### src/rtl/mag16_sched_pkg.sv
// Shared constants and types for the mag16 round-robin scheduler.
package mag16_sched_pkg;

    localparam int MAG_W   = 16;
    localparam int MAG_LAT = 12;
    localparam int ID_W    = 3;

    // One tag-line stage: occupancy plus the owning channel.
    typedef struct packed {
        logic            v;
        logic [ID_W-1:0] id;
    } tag_t;

endpackage

### src/rtl/mag16_sched_rr_arb.sv
// Combinational round-robin arbiter: the first requester at or after ptr wins.
module rr_arb
    import mag16_sched_pkg::*;
#(
    parameter int NCH = 4
) (
    input  logic [NCH-1:0]  req_i,
    input  logic [ID_W-1:0] ptr_i,
    output logic            gnt_v_o,
    output logic [ID_W-1:0] gnt_id_o
);

    logic [2*NCH-1:0] dbl;
    logic [NCH-1:0]   rot;
    logic [ID_W-1:0]  off;
    logic [ID_W:0]    sum;

    // rot[i] is the request of channel (ptr+i) mod NCH.
    always_comb begin
        dbl = {req_i, req_i} >> ptr_i;
        rot = dbl[NCH-1:0];
        off = '0;
        for (int i = NCH - 1; i >= 0; i--) begin
            if (rot[i]) begin
                off = ID_W'(i);
            end
        end
        sum = {1'b0, ptr_i} + {1'b0, off};
        if (sum >= (ID_W+1)'(NCH)) begin
            sum = sum - (ID_W+1)'(NCH);
        end
        gnt_v_o  = |req_i;
        gnt_id_o = sum[ID_W-1:0];
    end

endmodule

### src/rtl/mag16_sched.sv
// Shares one external mag16 pipeline among NCH requesters and routes each
// returned magnitude back to its channel via a tag line matched to the latency.
module mag16_sched
    import mag16_sched_pkg::*;
#(
    parameter int NCH = 4,
    parameter int LAT = MAG_LAT,
    parameter int W   = MAG_W
) (
    input  logic           clk,
    input  logic           rst_n,
    input  logic [NCH*W-1:0] ch_x,
    input  logic [NCH*W-1:0] ch_y,
    input  logic [NCH-1:0] ch_iv,
    output logic [W-1:0]   ch_m,
    output logic [NCH-1:0] ch_ov,
    output logic [W-1:0]   mx,
    output logic [W-1:0]   my,
    output logic           miv,
    input  logic [W-1:0]   mm,
    input  logic           mov,
    input  logic           clr,
    output logic [NCH-1:0] ovr,
    output logic           err
);

    localparam int BW = $clog2(LAT + 1);

    logic [NCH-1:0]  pend_q, pend_d;
    logic [W-1:0]    hx_q [NCH];
    logic [W-1:0]    hy_q [NCH];
    logic [ID_W-1:0] ptr_q, ptr_d;

    logic            gnt_v;
    logic [ID_W-1:0] gnt_id;
    logic [NCH-1:0]  gnt_oh;
    logic [W-1:0]    iss_x, iss_y;

    logic            miv_q;
    logic [W-1:0]    mx_q, my_q;
    logic [ID_W-1:0] iss_id_q;
    tag_t            tag_q [LAT];

    logic [W-1:0]    ch_m_q;
    logic [NCH-1:0]  ch_ov_q, ch_ov_d;
    logic [NCH-1:0]  ovr_q, ovr_d, ovr_set;
    logic            err_q, err_d, err_set;
    logic [BW-1:0]   blank_q;
    logic            live, tag_hit, ret;

    rr_arb #(.NCH(NCH)) u_arb (
        .req_i    (pend_q),
        .ptr_i    (ptr_q),
        .gnt_v_o  (gnt_v),
        .gnt_id_o (gnt_id)
    );

    always_comb begin
        gnt_oh = gnt_v ? (NCH'(1) << gnt_id) : '0;
        iss_x  = '0;
        iss_y  = '0;
        for (int k = 0; k < NCH; k++) begin
            if (gnt_oh[k]) begin
                iss_x = hx_q[k];
                iss_y = hy_q[k];
            end
        end
        // A granted channel that strobes again keeps pend set without overrun.
        pend_d  = ch_iv | (pend_q & ~gnt_oh);
        ovr_set = ch_iv & pend_q & ~gnt_oh;
        ovr_d   = (ovr_q & ~{NCH{clr}}) | ovr_set;
        if (!gnt_v) begin
            ptr_d = ptr_q;
        end else if (gnt_id == ID_W'(NCH - 1)) begin
            ptr_d = '0;
        end else begin
            ptr_d = gnt_id + 1'b1;
        end
    end

    // mov is ignored while blank_q counts down after reset release.
    always_comb begin
        live    = (blank_q == '0);
        tag_hit = tag_q[LAT-1].v;
        ret     = live & mov & tag_hit;
        ch_ov_d = ret ? (NCH'(1) << tag_q[LAT-1].id) : '0;
        err_set = live & (mov != tag_hit);
        err_d   = (err_q & ~clr) | err_set;
    end

    always_ff @(posedge clk) begin
        for (int k = 0; k < NCH; k++) begin
            if (ch_iv[k]) begin
                hx_q[k] <= ch_x[k*W +: W];
                hy_q[k] <= ch_y[k*W +: W];
            end
        end
    end

    // The tag line is fed from the registered issue so its last stage lines
    // up with mov, which trails miv by LAT clocks.
    always_ff @(posedge clk) begin
        if (!rst_n) begin
            pend_q   <= '0;
            ptr_q    <= '0;
            miv_q    <= 1'b0;
            mx_q     <= '0;
            my_q     <= '0;
            iss_id_q <= '0;
            for (int s = 0; s < LAT; s++) begin
                tag_q[s] <= '0;
            end
            ch_m_q   <= '0;
            ch_ov_q  <= '0;
            ovr_q    <= '0;
            err_q    <= 1'b0;
            blank_q  <= BW'(LAT);
        end else begin
            pend_q   <= pend_d;
            ptr_q    <= ptr_d;
            miv_q    <= gnt_v;
            iss_id_q <= gnt_id;
            if (gnt_v) begin
                mx_q <= iss_x;
                my_q <= iss_y;
            end
            tag_q[0] <= '{v: miv_q, id: iss_id_q};
            for (int s = 1; s < LAT; s++) begin
                tag_q[s] <= tag_q[s-1];
            end
            if (ret) begin
                ch_m_q <= mm;
            end
            ch_ov_q  <= ch_ov_d;
            ovr_q    <= ovr_d;
            err_q    <= err_d;
            if (blank_q != '0) begin
                blank_q <= blank_q - 1'b1;
            end
        end
    end

    assign mx    = mx_q;
    assign my    = my_q;
    assign miv   = miv_q;
    assign ch_m  = ch_m_q;
    assign ch_ov = ch_ov_q;
    assign ovr   = ovr_q;
    assign err   = err_q;

endmodule
### config.mk
export PLATFORM = sky130hd
export DESIGN_NAME = mag16_sched
export DESIGN_NICKNAME = d
export VERILOG_FILES = /design/src/rtl/mag16_sched_pkg.sv /design/src/rtl/mag16_sched_rr_arb.sv /design/src/rtl/mag16_sched.sv
export SDC_FILE = /design/constraint.sdc
export NUM_CORES = 1
export LEC_CHECK = 0
export CAP_MARGIN = 20
export CORE_MARGIN = 2
export CORE_UTILIZATION = 50
export DETAILED_ROUTE_END_ITERATION = 12
export PLACE_DENSITY = 0.88
export SYNTH_ARGS = -nofsm -noshare
export SYNTH_HDL_FRONTEND = slang
export SYNTH_HIERARCHICAL = 1
export SYNTH_SLANG_ARGS = --single-unit
### constraint.sdc
create_clock -name clk -period 3.73 [get_ports clk]
set_clock_uncertainty 0.1 [all_clocks]
set_input_delay 0.373 -clock clk [delete_from_list [all_inputs] [get_ports clk]]
set_output_delay 0.373 -clock clk [all_outputs]
set_load 0.05 [all_outputs]
# ---- After elaboration in Yosys (flattened, before gate mapping)
# Memories as Yosys holds them, arrays and structs flattened.
# Index checks and enable logic that the tools add are counted.
dict set report op_classes {
  add_sub_neg 4
  mul 0
  div_mod_pow 0
  magnitude_cmp 1
  eq_ne 2
  shifts 3
  muxes 37
  bitwise 26
  n_reduce_logical 4
}
# operator n
set ops {}
lappend ops {{$mux 16} 8}
lappend ops {{$mux 4} 13}
lappend ops {{$and 4x4->4} 4}
lappend ops {{$or 1x1->1} 13}
lappend ops {{$mux 1} 10}
lappend ops {{$mux 2} 4}
lappend ops {{$not 4->4} 2}
lappend ops {{$or 4x4->4} 2}
lappend ops {{$shl 1x3->4 const A} 2}
lappend ops {{$shr 8x3->4} 1}
lappend ops {{$mux 3} 2}
lappend ops {{$add 3x2->4} 1}
lappend ops {{$and 1x1->1} 4}
lappend ops {{$ge 4x3->1 const B} 1}
lappend ops {{$logic_not 4->1} 1}
lappend ops {{$reduce_bool 4->1} 1}
lappend ops {{$reduce_or 4->1} 1}
lappend ops {{$sub 4x1->4 const B} 1}
lappend ops {{$add 3x1->3 const B} 1}
lappend ops {{$eq 3x2->1 const B} 1}
lappend ops {{$sub 3x3->3 const B} 1}
lappend ops {{$reduce_and 2->1} 1}
lappend ops {{$ne 1x1->1} 1}
lappend ops {{$not 1->1} 1}
dict set report word_totals {
  ff_bits 72
  latchBits 0
  ramBits 176
  mem_bits_ro 0
  in_bits 152
  output_inout_bits 58
  word_cells 91
  n_memories 3
}
# memory depth width rd rd_clocked_by_memory_dff write_ports line
set memory_table {}
lappend memory_table {hx_q 4 16 4 0 4 mag16_sched.sv:30} ;# logic [W-1:0] hx_q [NCH];
lappend memory_table {hy_q 4 16 4 0 4 mag16_sched.sv:31} ;# logic [W-1:0] hy_q [NCH];
lappend memory_table {tag_q 12 4 12 0 12 mag16_sched.sv:42} ;# tag_t tag_q [LAT];

# ---- Logic depth before layout (Yosys ltp)
dict set report depth {
  ltp_word 14
  mapped_depth 14
  ltp_nobuf 12
}

# ---- Modules after synthesis
# The synthesis kept the hierarchy.
# module n_inst cells_each area_each_um2 seq_area_each_um2
set by_module_without_submodules {}
lappend by_module_without_submodules {mag16_sched 1 738 9310.2 6246.0}
lappend by_module_without_submodules {rr_arb 1 23 221.5 0.0}

# ---- Worst setup path after synthesis
# Ideal clock, no wire load.
dict set report synth_timing {
  path_kind {reg2reg}
  startpoint {register ptr_q[0]}
  endpoint {register mx_q[15] (netlist: mx[15])}
  setup_time_ps 58
  arrival_time_ps 2958
  required_time_ps 3572
  slack_ps 614
  stages_incl_launch_ff 15
  path_buffers 3
  period_less_slack_ps 3116
  cell_sequence {dfxtp_1 mux2i_1 nor2b_1 o2bb2ai_1 ha_1 inv_1 fa_1 inv_1 ha_1 buf_6 or3b_1 buf_2 buf_6 a21oi_2 o21a_1}
}
dict set report synth_via {
  elab_chain_len 14
  word_cells_on_any_way 15
  classes_between {add/sub: 2; order compare: 1; shift: 2; mux: 10}
}
# element line
set synth_rtl {}
lappend synth_rtl {{start, declared} mag16_sched.sv:32} ;# logic [ID_W-1:0] ptr_q, ptr_d;
lappend synth_rtl {{start signal, assigned} mag16_sched.sv:120} ;# ptr_q <= ptr_d;
lappend synth_rtl {{$shr 8x3->4} mag16_sched_rr_arb.sv:20} ;# dbl = {req_i, req_i} >> ptr_i;
lappend synth_rtl {{$mux 2 (4 in a row)} mag16_sched_rr_arb.sv:24} ;# if (rot[i]) begin
lappend synth_rtl {{$add 3x2->4 *} mag16_sched_rr_arb.sv:28} ;# sum = {1'b0, ptr_i} + {1'b0, off};
lappend synth_rtl {{$ge 4x3->1 or $sub 3x3->3 (tied branches)} {mag16_sched_rr_arb.sv:29, mag16_sched_rr_arb.sv:30}}
lappend synth_rtl {{$mux 3 *} mag16_sched_rr_arb.sv:29} ;# if (sum >= (ID_W+1)'(NCH)) begin
lappend synth_rtl {{via gnt_id[1]} mag16_sched.sv:35} ;# logic [ID_W-1:0] gnt_id;
lappend synth_rtl {{$shl 1x3->4 *} mag16_sched.sv:59} ;# gnt_oh = gnt_v ? (NCH'(1) << gnt_id) : '0;
lappend synth_rtl {{$mux 4 *} mag16_sched.sv:59}
lappend synth_rtl {{$mux 16 (3 in a row)} mag16_sched.sv:63} ;# if (gnt_oh[k]) begin
lappend synth_rtl {{$mux 16 *} mag16_sched.sv:63}
lappend synth_rtl {{end signal, assigned} mag16_sched.sv:124} ;# mx_q <= iss_x;
lappend synth_rtl {{end, declared} mag16_sched.sv:40} ;# logic [W-1:0] mx_q, my_q;
# Mark *: on every way through the listed nets, which the timed path passes. The rest lies on a longest branch.
# A chain may end at the register's enable or synchronous reset.

# ---- Worst setup path in the final report
dict set report layout_timing {
  startpoint {register ptr_q[0]}
  endpoint {register my_q[11] (netlist: my[11])}
}
dict set report layout_via {
  elab_chain_len 14
  word_cells_on_any_way 15
  classes_between {add/sub: 2; order compare: 1; shift: 2; mux: 10}
}
# element line
set layout_rtl {}
lappend layout_rtl {{$shr 8x3->4} mag16_sched_rr_arb.sv:20}
lappend layout_rtl {{$mux 2 (4 in a row)} mag16_sched_rr_arb.sv:24}
lappend layout_rtl {{$add 3x2->4 *} mag16_sched_rr_arb.sv:28}
lappend layout_rtl {{$ge 4x3->1 or $sub 3x3->3 (tied branches)} {mag16_sched_rr_arb.sv:29, mag16_sched_rr_arb.sv:30}}
lappend layout_rtl {{$mux 3 *} mag16_sched_rr_arb.sv:29}
lappend layout_rtl {{via gnt_id[1]} mag16_sched.sv:35}
lappend layout_rtl {{$shl 1x3->4 *} mag16_sched.sv:59}
lappend layout_rtl {{$mux 4 *} mag16_sched.sv:59}
lappend layout_rtl {{$mux 16 (3 in a row)} mag16_sched.sv:63}
lappend layout_rtl {{$mux 16 *} mag16_sched.sv:63}
lappend layout_rtl {{end signal, assigned} mag16_sched.sv:125} ;# my_q <= iss_y;
lappend layout_rtl {{end, declared} mag16_sched.sv:40}
# Marks and branches as above.

==> out/metrics.cfg <==
[sta]
max_freq_mhz = 280.5
hold-worst-slack_ps = 291.4
max-slew-margin-rel_pct = 31.64
post-route-min-period_ps = 3565
post-route-period-util_pct = 95.58
fin_tns_setup_ps = 0
worst_slew_pin_slew_ps = 1025
setup_viol = 0
rsz0062_at_grt = no
finalMaxSlewViolations = 0
hold_viol_final = 0
fin_ws_ps = 164.9

[final_layout]
utilization_pct = 67.40
nets = 1112
drive_above_1_share_pct = 10.09
final.fill_count = 1318
final_cells = 1205
fin_area_mm2 = 0.01261
n_antenna_cell = 0
syn2layout_area_growth_pct = 32.27

[die]
core_area_mm2 = 0.01871
ios = 210
rows = 50
dieArea_mm2 = 0.02018
start_util_pct = 50.96
die_y_um = 142.1
dieWidth_um = 142.1

[worst_hold_path]
hp-class = in2reg

[route]
wl_per_cell_um = 18.95
wirelength_um = 22840
drc = 0
vias = 6796
dr.pass1.iters = 5
drt_iter0_drc = 468
routed_via_density = 5.640
ant_nets = 0

[setup_path]
crit_path_max_fanout = 32
path_class = reg2reg
cp-end-kind = flip-flop
cp.required_ps = 4100
startpoint_type = flip-flop
critPathArrivalTime_ps = 3930

[synth]
synth_fp_nets = 922
yosys.cell_types.count = 44
synth_warnings = 6
synth_enable_flop_cells = 128
synth.cell_area_mm2 = 0.009532
ys_seq_area_share_pct = 65.53
synth_ff_type = edfxtp_1
synth-seq-cells = 248
syn_area_per_cell_um2 = 12.53
synth_cells = 761
async_reset_ff_share_pct = 0

[clocking]
hold_buffers = 0
cts_buffer_depth = 3
cts.sink_count = 248
cts_tree = built
cts_root_buffer = clkbuf_16
cts_resized = 0
h-tree-depth = 1
path_clk_slew_ps = 60
cts_buffers = 26
clk_latency_ps = 530
post_cts_buffers = 0

[place]
port_buffers = 209
dpl.hpwl_um = 14340
place_ws_ps = 239.9
place_area_mm2 = 0.01178
gp_congestion = 0.7579
place_inst = 1157

[power]
power_leakage_nw = 4.392
power_density_mw_per_mm2 = 731.2
ir_drop_mv = 0.6670
power.total_mw = 9.219

[grt]
antenna_found_initial = 0
grt_pass1_wl_um = 35550
grtUsageTotal_pct = 22.33
overflow = 0
grt_pass1_vias = 6889
grt_max_degree = 118

[status]
status = complete, no violations

[run]
max-cap-violations = 0

-- Yosys cell counts, types with 17 or more instances --
cell / n / area (um2)
o21a_1: 35 / 262.8
o22ai_1: 35 / 219.0
a21oi_1: 36 / 180.2
clkbuf_1: 43 / 161.4
a21oi_2: 30 / 262.8
dfxtp_1: 120 / 2402
and2_1: 55 / 344.1
nand2_1: 43 / 161.4
edfxtp_1: 128 / 3844
inv_1: 46 / 172.7
a21boi_1: 20 / 150.1
nand3_1: 17 / 85.08
nand3b_1: 33 / 247.7
o221a_1: 30 / 337.8
-- cells by family after synthesis --
group,Yosys count,synth area share (%)
flip-flops,248,65.53
AO/OA/AOI/OAI,216,16.85
AND/OR/NAND/NOR,175,10.84
buffers and inverters,105,4.594
adder cells (fa/ha/maj),9,1.260
multiplexers,6,0.7351
XOR/XNOR,2,0.1838
-- cell type report --
cell class | count | area (um2) | share of cell area (%)
inverters | 47 | 176.4 | 1.399
clock inverters | 9 | 60.06 | 0.4764
flip-flops and latches | 248 | 6246 | 49.54
well taps | 234 | 292.8 | 2.322
repair buffers | 220 | 2202 | 17.47
multi-input cells | 408 | 2859 | 22.68
clock buffers | 39 | 770.7 | 6.114
-- sequential cells by signal, summed over array words and instances (netlist names), 16 cells and up --
name	cells
hx_q	64
hy_q	64
tag_q	48
ch_m	16
mx	16
my	16
-- per-layer routing --
metal	GRT usage, %	routed length [um]	part of all wire, %
met1	27.26	8867	39
met2	38.88	11450	50
met3	5.013	1878	8.2
met4	8.263	639	2.8
met5	0	0	0
-- placed cells by master (no fill, tap or decap), drive strengths merged, types with 3 or more instances in the layout --
cell / n
o211ai: 3
o21a: 35
nor2b: 6
and2: 55
clkinv: 7
o221a: 32
ha: 8
o21ai: 18
nor4: 4
clkbuf: 39
and3: 3
inv: 49
edfxtp: 128
o22ai: 35
nand2: 43
clkdlybuf4s50: 204
nand3b: 33
nand2b: 4
a21oi: 66
dfxtp: 120
buf: 16
nand3: 17
a21boi: 23
mux2i: 4
-- final timing paths --
check,endpoint,start,cells past startpoint,slack (ps)
setup / recovery,my[11]$_SDFFE_PN0P_,ptr_q[0]$_SDFFE_PN0P_,12,160
hold / removal,hx_q[0][0]$_DFFE_PP_,ch_x[0],1,290
setup reg to reg,my[11]$_SDFFE_PN0P_,ptr_q[0]$_SDFFE_PN0P_,12,160
hold reg to reg,tag_q[0][18]$_SDFF_PN0_,tag_q[0][14]$_SDFF_PN0_,1,330
-- critical path: stages, from the launching register on --
cell and delay, ps:
dfxtp_1 490, mux2i_1 420, o22ai_1 150, o2bb2ai_1 160, ha_1 190, inv_1 60
fa_1 500, inv_1 70, ha_1 200, or3b_2 470, buf_4 320, a21oi_2 190
o21a_1 160
-- report_power, final --
part	switching [mW]	internal (mW)	total [mW]
clock	1.03	1.43	2.46
combinational	2.08	1.38	3.46
sequential	0.150	3.14	3.29
No activity file was read; power rests on OpenSTA's default activity.
